File: config.mk
export PLATFORM = sky130hd
export DESIGN_NAME = uart_rx_ctrl
export DESIGN_NICKNAME = d
export VERILOG_FILES = /design/src/rtl/uart_pkg.sv /design/src/rtl/uart_rx_fifo.sv /design/src/rtl/uart_rx_ctrl.sv
export SDC_FILE = /design/constraint.sdc
export NUM_CORES = 1
export LEC_CHECK = 0
export CORE_ASPECT_RATIO = 1.25
export CORE_MARGIN = 4
export CORE_UTILIZATION = 45
export CTS_CLUSTER_DIAMETER = 100
export DETAILED_ROUTE_END_ITERATION = 7
export PLACE_DENSITY_LB_ADDON = 0.3
export SLEW_MARGIN = 20
export SYNTH_ARGS = -nofsm -noshare
export SYNTH_HDL_FRONTEND = slang
export SYNTH_SLANG_ARGS = --single-unit
File: constraint.sdc
create_clock -name mclk -period 2.8 [get_ports mclk]
set_clock_uncertainty 0.1 [all_clocks]
set_input_delay 0.56 -clock mclk [delete_from_list [all_inputs] [get_ports mclk]]
set_output_delay 0.56 -clock mclk [all_outputs]
set_load 0.01 [all_outputs]
File: src/rtl/uart_pkg.sv
// rtl/uart_pkg.sv - shared types and constants for the UART receive path
// Contents: parity_sel encodings, receiver FSM states, FIFO entry flag
// layout and the minimum legal baudrate.
package uart_pkg;

  typedef enum logic [1:0] {
    PAR_NONE     = 2'b00,
    PAR_EVEN     = 2'b01,
    PAR_ODD      = 2'b10,
    PAR_NONE_ALT = 2'b11
  } parity_e;

  typedef enum logic [2:0] {
    ST_IDLE,
    ST_START,
    ST_DATA,
    ST_PARITY,
    ST_STOP1,
    ST_STOP2,
    ST_BRK_WAIT
  } rx_state_e;

  // FIFO entry = {rx_flags_t, data[DATA_W-1:0]}
  typedef struct packed {
    logic brk;
    logic parity_err;
    logic frame_err;
  } rx_flags_t;

  localparam int unsigned ENTRY_FLAG_W = 3;
  localparam int unsigned BAUD_MIN     = 3;

  function automatic logic parity_enabled(input parity_e sel);
    return (sel == PAR_EVEN) || (sel == PAR_ODD);
  endfunction

endpackage

File: src/rtl/uart_rx_fifo.sv
// rtl/uart_rx_fifo.sv - first-word-fall-through receive FIFO with level output
// Ports: clk_i/reset_i (sync, active high); push_i/wdata_i write side;
// pop_i/rdata_o/valid_o read side (head visible while valid_o);
// full_o and level_o report occupancy.
module uart_rx_fifo #(
  parameter int unsigned WIDTH = 11,
  parameter int unsigned DEPTH = 16
) (
  input  logic                     clk_i,
  input  logic                     reset_i,
  input  logic                     push_i,
  input  logic [WIDTH-1:0]         wdata_i,
  input  logic                     pop_i,
  output logic [WIDTH-1:0]         rdata_o,
  output logic                     valid_o,
  output logic                     full_o,
  output logic [$clog2(DEPTH):0]   level_o
);

  localparam int unsigned AW = $clog2(DEPTH);
  localparam int unsigned LW = AW + 1;

  logic [WIDTH-1:0] mem_q [DEPTH];
  logic [AW-1:0]    wptr_q, rptr_q;
  logic [LW-1:0]    count_q;
  logic             do_push, do_pop;

  assign valid_o = (count_q != '0);
  assign full_o  = (count_q == LW'(DEPTH));
  assign do_pop  = pop_i && valid_o;
  // A full FIFO still accepts a write when the head is popped in the same cycle.
  assign do_push = push_i && (!full_o || do_pop);
  // Head is forced to zero while empty so outputs read 0 after reset.
  assign rdata_o = valid_o ? mem_q[rptr_q] : '0;
  assign level_o = count_q;

  always_ff @(posedge clk_i) begin
    if (do_push) begin
      mem_q[wptr_q] <= wdata_i;
    end
  end

  always_ff @(posedge clk_i) begin
    if (reset_i) begin
      wptr_q  <= '0;
      rptr_q  <= '0;
      count_q <= '0;
    end else begin
      if (do_push) wptr_q <= wptr_q + 1'b1;
      if (do_pop)  rptr_q <= rptr_q + 1'b1;
      case ({do_push, do_pop})
        2'b10:   count_q <= count_q + 1'b1;
        2'b01:   count_q <= count_q - 1'b1;
        default: count_q <= count_q;
      endcase
    end
  end

endmodule

File: src/rtl/uart_rx_ctrl.sv
// rtl/uart_rx_ctrl.sv - parametrised UART receiver with status-tagged FWFT FIFO
// Ports: mclk/reset (sync, active high); baudrate/parity_sel/stop_sel
// frame config, latched at each start edge; rx_en enable; rxd serial in;
// rd_en pops the head; rdata/rframe_err/rparity_err/rbreak/rvalid head
// entry; fifo_level occupancy; overrun sticky drop flag with clr_overrun;
// rx_busy FSM not idle.
module uart_rx_ctrl
  import uart_pkg::*;
#(
  parameter int unsigned DATA_W      = 8,
  parameter int unsigned FIFO_DEPTH  = 16,
  parameter int unsigned BAUD_W      = 16,
  parameter int unsigned SYNC_STAGES = 2
) (
  input  logic                          mclk,
  input  logic                          reset,
  input  logic [BAUD_W-1:0]             baudrate,
  input  logic [1:0]                    parity_sel,
  input  logic                          stop_sel,
  input  logic                          rx_en,
  input  logic                          rxd,
  input  logic                          rd_en,
  output logic [DATA_W-1:0]             rdata,
  output logic                          rframe_err,
  output logic                          rparity_err,
  output logic                          rbreak,
  output logic                          rvalid,
  output logic [$clog2(FIFO_DEPTH):0]   fifo_level,
  output logic                          overrun,
  input  logic                          clr_overrun,
  output logic                          rx_busy
);

  localparam int unsigned EW    = DATA_W + ENTRY_FLAG_W;
  localparam int unsigned BIT_W = $clog2(DATA_W);

  // Input synchroniser and falling-edge detect; the detect is registered
  // so the FSM sees a clean one-cycle pulse.
  logic [SYNC_STAGES-1:0] sync_q;
  logic                   edge_q, fall_q, rxd_s;

  assign rxd_s = sync_q[SYNC_STAGES-1];

  always_ff @(posedge mclk) begin
    if (reset) begin
      sync_q <= '1;
      edge_q <= 1'b1;
      fall_q <= 1'b0;
    end else begin
      sync_q <= {sync_q[SYNC_STAGES-2:0], rxd};
      edge_q <= rxd_s;
      fall_q <= edge_q & ~rxd_s;
    end
  end

  rx_state_e         state_q, state_d;
  logic [BAUD_W-1:0] cnt_q, cnt_d, baud_q, baud_d;
  logic [BIT_W-1:0]  bit_q, bit_d;
  logic [DATA_W-1:0] data_q, data_d;
  logic              par_bit_q, par_bit_d;
  logic              stop_err_q, stop_err_d;
  parity_e           psel_q, psel_d;
  logic              stop2_q, stop2_d;
  logic              push_q, push_d;
  logic [EW-1:0]     entry_q, entry_d;
  logic              mid, bnd, par_err, is_break;

  assign mid = (cnt_q == (baud_q >> 1));
  assign bnd = (cnt_q == baud_q);
  assign par_err  = parity_enabled(psel_q) &&
                    ((^data_q ^ par_bit_q) != (psel_q == PAR_ODD));
  // Evaluated at the STOP1 sample: everything seen so far was low.
  assign is_break = (data_q == '0) && !rxd_s &&
                    (!parity_enabled(psel_q) || !par_bit_q);

  always_comb begin
    state_d    = state_q;
    cnt_d      = bnd ? '0 : cnt_q + 1'b1;
    bit_d      = bit_q;
    data_d     = data_q;
    par_bit_d  = par_bit_q;
    stop_err_d = stop_err_q;
    baud_d     = baud_q;
    psel_d     = psel_q;
    stop2_d    = stop2_q;
    push_d     = 1'b0;
    entry_d    = entry_q;

    case (state_q)
      ST_IDLE: begin
        cnt_d = '0;
        if (fall_q && rx_en) begin
          baud_d  = (baudrate < BAUD_W'(BAUD_MIN)) ? BAUD_W'(BAUD_MIN) : baudrate;
          psel_d  = parity_e'(parity_sel);
          stop2_d = stop_sel;
          state_d = ST_START;
        end
      end
      ST_START: begin
        if (mid && rxd_s) begin
          state_d = ST_IDLE;
        end else if (bnd) begin
          bit_d   = '0;
          state_d = ST_DATA;
        end
      end
      ST_DATA: begin
        if (mid) data_d = {rxd_s, data_q[DATA_W-1:1]};
        if (bnd) begin
          if (bit_q == BIT_W'(DATA_W - 1)) begin
            state_d = parity_enabled(psel_q) ? ST_PARITY : ST_STOP1;
          end else begin
            bit_d = bit_q + 1'b1;
          end
        end
      end
      ST_PARITY: begin
        if (mid) par_bit_d = rxd_s;
        if (bnd) state_d = ST_STOP1;
      end
      ST_STOP1: begin
        if (mid) begin
          if (is_break) begin
            push_d  = 1'b1;
            entry_d = {1'b1, 1'b0, 1'b1, {DATA_W{1'b0}}};
            state_d = ST_BRK_WAIT;
          end else if (stop2_q) begin
            stop_err_d = ~rxd_s;
          end else begin
            push_d  = 1'b1;
            entry_d = {1'b0, par_err, ~rxd_s, data_q};
            state_d = ST_IDLE;
          end
        end else if (bnd) begin
          state_d = ST_STOP2;
        end
      end
      ST_STOP2: begin
        if (mid) begin
          push_d  = 1'b1;
          entry_d = {1'b0, par_err, stop_err_q | ~rxd_s, data_q};
          state_d = ST_IDLE;
        end
      end
      ST_BRK_WAIT: begin
        if (rxd_s) state_d = ST_IDLE;
      end
      default: state_d = ST_IDLE;
    endcase

    // Disabling the receiver drops whatever frame is in progress.
    if (!rx_en) begin
      state_d = ST_IDLE;
      push_d  = 1'b0;
    end
    if (state_d == ST_IDLE || state_d == ST_BRK_WAIT) cnt_d = '0;
  end

  always_ff @(posedge mclk) begin
    if (reset) begin
      state_q    <= ST_IDLE;
      cnt_q      <= '0;
      bit_q      <= '0;
      data_q     <= '0;
      par_bit_q  <= 1'b0;
      stop_err_q <= 1'b0;
      baud_q     <= BAUD_W'(BAUD_MIN);
      psel_q     <= PAR_NONE;
      stop2_q    <= 1'b0;
      push_q     <= 1'b0;
      entry_q    <= '0;
    end else begin
      state_q    <= state_d;
      cnt_q      <= cnt_d;
      bit_q      <= bit_d;
      data_q     <= data_d;
      par_bit_q  <= par_bit_d;
      stop_err_q <= stop_err_d;
      baud_q     <= baud_d;
      psel_q     <= psel_d;
      stop2_q    <= stop2_d;
      push_q     <= push_d;
      entry_q    <= entry_d;
    end
  end

  logic [EW-1:0] fifo_rd;
  logic          fifo_full, overrun_q;
  rx_flags_t     head_flags;

  uart_rx_fifo #(
    .WIDTH (EW),
    .DEPTH (FIFO_DEPTH)
  ) u_fifo (
    .clk_i   (mclk),
    .reset_i (reset),
    .push_i  (push_q),
    .wdata_i (entry_q),
    .pop_i   (rd_en),
    .rdata_o (fifo_rd),
    .valid_o (rvalid),
    .full_o  (fifo_full),
    .level_o (fifo_level)
  );

  // A write into a full FIFO is lost unless the head leaves in the same cycle.
  always_ff @(posedge mclk) begin
    if (reset) begin
      overrun_q <= 1'b0;
    end else if (push_q && fifo_full && !rd_en) begin
      overrun_q <= 1'b1;
    end else if (clr_overrun) begin
      overrun_q <= 1'b0;
    end
  end

  assign head_flags  = fifo_rd[EW-1:DATA_W];
  assign rdata       = fifo_rd[DATA_W-1:0];
  assign rframe_err  = head_flags.frame_err;
  assign rparity_err = head_flags.parity_err;
  assign rbreak      = head_flags.brk;
  assign overrun     = overrun_q;
  assign rx_busy     = (state_q != ST_IDLE);

endmodule

==> flow_summary.json <==
{
  "async_flop_share_pct": 0,
  "die_height_um": 182.3,
  "dr_total_vias": 6421,
  "cts_root_buf": "clkbuf_16",
  "rr_endpoint": "u_fifo.level_o[4]",
  "grt_pass1_vias": 6616,
  "synth-edff-count": 176,
  "core_um2": 23810,
  "slowest_delay_ns": 0.52,
  "cts_buffers": 26,
  "postLayoutCoreUtil_pct": 55.74,
  "netlist_area_um2": 10940,
  "instances_no_fill": 1223,
  "placed_cells": 1171,
  "cp-start-kind": "register",
  "htree_levels": 1,
  "num-fill-cells": 1966,
  "diodes": 0,
  "drive_above_1_share_pct": 21.71,
  "cp.buffers_inverters": 4,
  "cp_top_family": "multiplexers",
  "routed_wl_mm": 22.90,
  "worstRegToRegCells": 11,
  "drv_cap": 0,
  "overflow": 0,
  "cts_buffer_depth": 3,
  "holdCritStartpoint": "sync_q[0]",
  "avgSynthCellArea_um2": 13.99,
  "gp_congestion": 0.8253,
  "slew_violations": 0,
  "worstSetupPathType": "register to primary output",
  "ys_seq_elements": 261,
  "hpwl_mm": 15.00,
  "multi_input_area_um2": 3742,
  "grt_max_degree": 25,
  "status": "finished, violations left",
  "crit_path_frequent_cell": "buf_6",
  "track_usage_pct": 17.26,
  "post-place-ws_ns": -0.2212,
  "reg2reg_slack_ns": 0.16,
  "drt_iter0_drc": 299,
  "yosysMostFrequentCell": "edfxtp_1",
  "cp.required_ns": 2.14,
  "grt_pass1_wl_mm": 36.29,
  "hold_path_end": "sync_q[1]",
  "fin_worst_hold_slack_ns": 0.3109,
  "fin_nets": 922,
  "die_w_um": 147.5,
  "r2r_start": "u_fifo.level_o[0]",
  "portBuffers": 43,
  "clk_latency_ns": 0.52,
  "hold_violations": 0,
  "leakage_nw": 4.463,
  "fp.dieArea_um2": 26880,
  "grt_antenna_before_repair": 0,
  "seq_area_frac_synth_pct": 63.87,
  "drtAntennaViolNets": 0,
  "initial_core_util_pct": 45.95,
  "cts_sinks": 261,
  "synth.distinct_cells": 46,
  "boundaryPins": 44,
  "synthTopCellsByArea": "edfxtp_1 48%, dfxtp_1 16%, mux4_2 11%, xnor2_1 3.5%, a21oi_1 3.0%",
  "synth_top_area_cell": "edfxtp_1",
  "post-route-period-util_pct": 112.6,
  "synth_cells": 782,
  "crit_slowest_cell": "mux4_2",
  "vias_per_cell": 5.250,
  "holdPathStages": 1,
  "slew_headroom_pct": 59.11,
  "worstPathArrival_ns": 2.49,
  "wl_per_cell_um": 18.72,
  "yosysTopAreaCellShare_pct": 48.31,
  "area_delta_synth_final_pct": 21.30,
  "max_freq_ghz": 0.3172,
  "first_pass_iters": 4,
  "cp_max_fo": 6,
  "worstMarginPinSlew_ns": 0.6125,
  "crit_path_cell_trace": "buf_12 > buf_6 > buf_6 > mux4_2 > mux4_2 > nor2b_4 > buf_6",
  "ir_worst_vdd_mv": 0.5035,
  "drc_errors": 0,
  "hold_class": "register to register",
  "min_period_ns": 3.153,
  "yosys-top-cells-count": "176 x edfxtp_1, 85 x dfxtp_1, 79 x nand2_1",
  "crit_path_end_kind": "primary output",
  "yosysWarnings": 0,
  "cellPowerDensity_nw_per_um2": 560.4,
  "rsz0062_at_grt": "yes",
  "cts_tree": "built",
  "placementRows": 63,
  "seq_area_um2": 6992,
  "clk_pin_slew_worst_paths_ns": 0.06,
  "ys.flop_type": "edfxtp_1",
  "setup_viol": 11,
  "holdBufCountCts": 0,
  "violations": "setup timing",
  "worst_slack_ns": -0.3527,
  "synth_nets": 825
}
## flip-flops by register name, summed over array words and instances, names as in the netlist, named ones only
signal and flops:
cnt_q 16, u_fifo.wptr_q 4, push_q 1, stop2_q 1, stop_err_q 1, entry_q 11
overrun 1, sync_q 2, par_bit_q 1, bit_q 3, data_q 8, fall_q 1
u_fifo.rptr_q 4, psel_q 2, u_fifo.level_o 5, edge_q 1, u_fifo.mem_q 176, baud_q 16
state_q 3
## final cells by class
type / count / share of cell area (%)
clock buffers: 35 / 5.469
clock inverters: 12 / 0.6789
inverters: 21 / 0.5941
multi-input cells: 455 / 28.20
flip-flops and latches: 261 / 52.69
well taps: 325 / 3.065
repair buffers: 114 / 9.297
## how the worst max path moves through the flow
| stage | startpoint | endpoint | slack [ns] | cells past startpoint |
|---|---|---|---|---|
| floorplan | u_fifo.level_o[3] | u_fifo.level_o[4] | 0.009 | 14 |
| global placement | rd_en | u_fifo.level_o[4] | -0.15 | 12 |
| detailed placement | rd_en | u_fifo.level_o[4] | -0.22 | 12 |
| CTS | register | rdata[7] | -0.39 | 7 |
| global route | register | rframe_err | -0.40 | 7 |
| finish | register | rframe_err | -0.35 | 7 |
## layout by cell type (no fill, tap or decap), types with 3 or more instances in the layout
cell / synthesis / layout
mux4_2: 55 / 55
nand2_1: 79 / 79
a21o_1: 4 / 4
nand3_1: 20 / 20
o21ai_0: 3 / 3
nor3_1: 5 / 5
nor4_1: 4 / 3
clkbuf_1: 34 / 6
dfxtp_1: 85 / 83
clkdlybuf4s50_1: 0 / 30
or2_2: 5 / 5
nor2_1: 46 / 46
buf_6: 2 / 6
xnor2_1: 44 / 44
clkinvlp_4: 0 / 3
buf_4: 0 / 43
inv_1: 21 / 20
nor2b_4: 0 / 4
nand2b_1: 8 / 8
buf_2: 7 / 10
ha_1: 17 / 16
and2_1: 17 / 17
nor3b_1: 3 / 3
xor2_1: 16 / 16
nand3b_1: 4 / 4
a21oi_1: 65 / 65
clkbuf_16: 0 / 27
mux2i_1: 3 / 3
clkinv_1: 0 / 5
nor2b_1: 17 / 12
and3_1: 5 / 5
edfxtp_1: 176 / 176
nand4_1: 13 / 13
buf_12: 0 / 24
## metrics by stage
stage / instance area [um^2] / TNS [ns] / total power [mW]
after floorplan: 10950 / 0 / 4.194
after global placement: 12330 / -1.356 / 4.246
after detailed placement: 12330 / -1.639 / 4.248
after CTS: 13270 / -3.745 / 7.521
after global routing: 13270 / -3.938 / 7.701
final: 13270 / -3.052 / 7.436
## timing repair
item                       CTS  global route
setup endpoints to repair   12            29
buffers inserted             5             2
pin swaps                    0             1
gates cloned                 2             0
gates resized for setup     58            17
## logic make-up (layout without fill, tap and decap cells)
group                    count (synthesis)  count (layout)  synth area share (%)
multiplexers                            58              58                 11.60
XOR/XNOR                                61              61                 4.953
flip-flops                             261             261                 63.87
AND/OR/NAND/NOR                        238             238                 10.99
adder cells (fa/ha/maj)                 18              18                 2.127
AO/OA/AOI/OAI                           80              80                 3.980
buffers and inverters                   66             182                 2.482
## per-layer routing
metal / up-vias / wire (um) / GRT usage (%)
li1: 3059 / - / -
met1: 3200 / 9158 / 22.03
met2: 141 / 12270 / 31.70
met3: 21 / 1175 / 2.161
met4: 0 / 289 / 3.543
met5: - / 0 / 0
## power breakdown
part	switching (mW)	total, mW	internal [mW]
clock network	1.37	3.27	1.91
logic	0.0409	0.0894	0.0485
registers	0.00603	4.07	4.07
total	1.41	7.44	6.02
(Power assumes the default switching activity.)
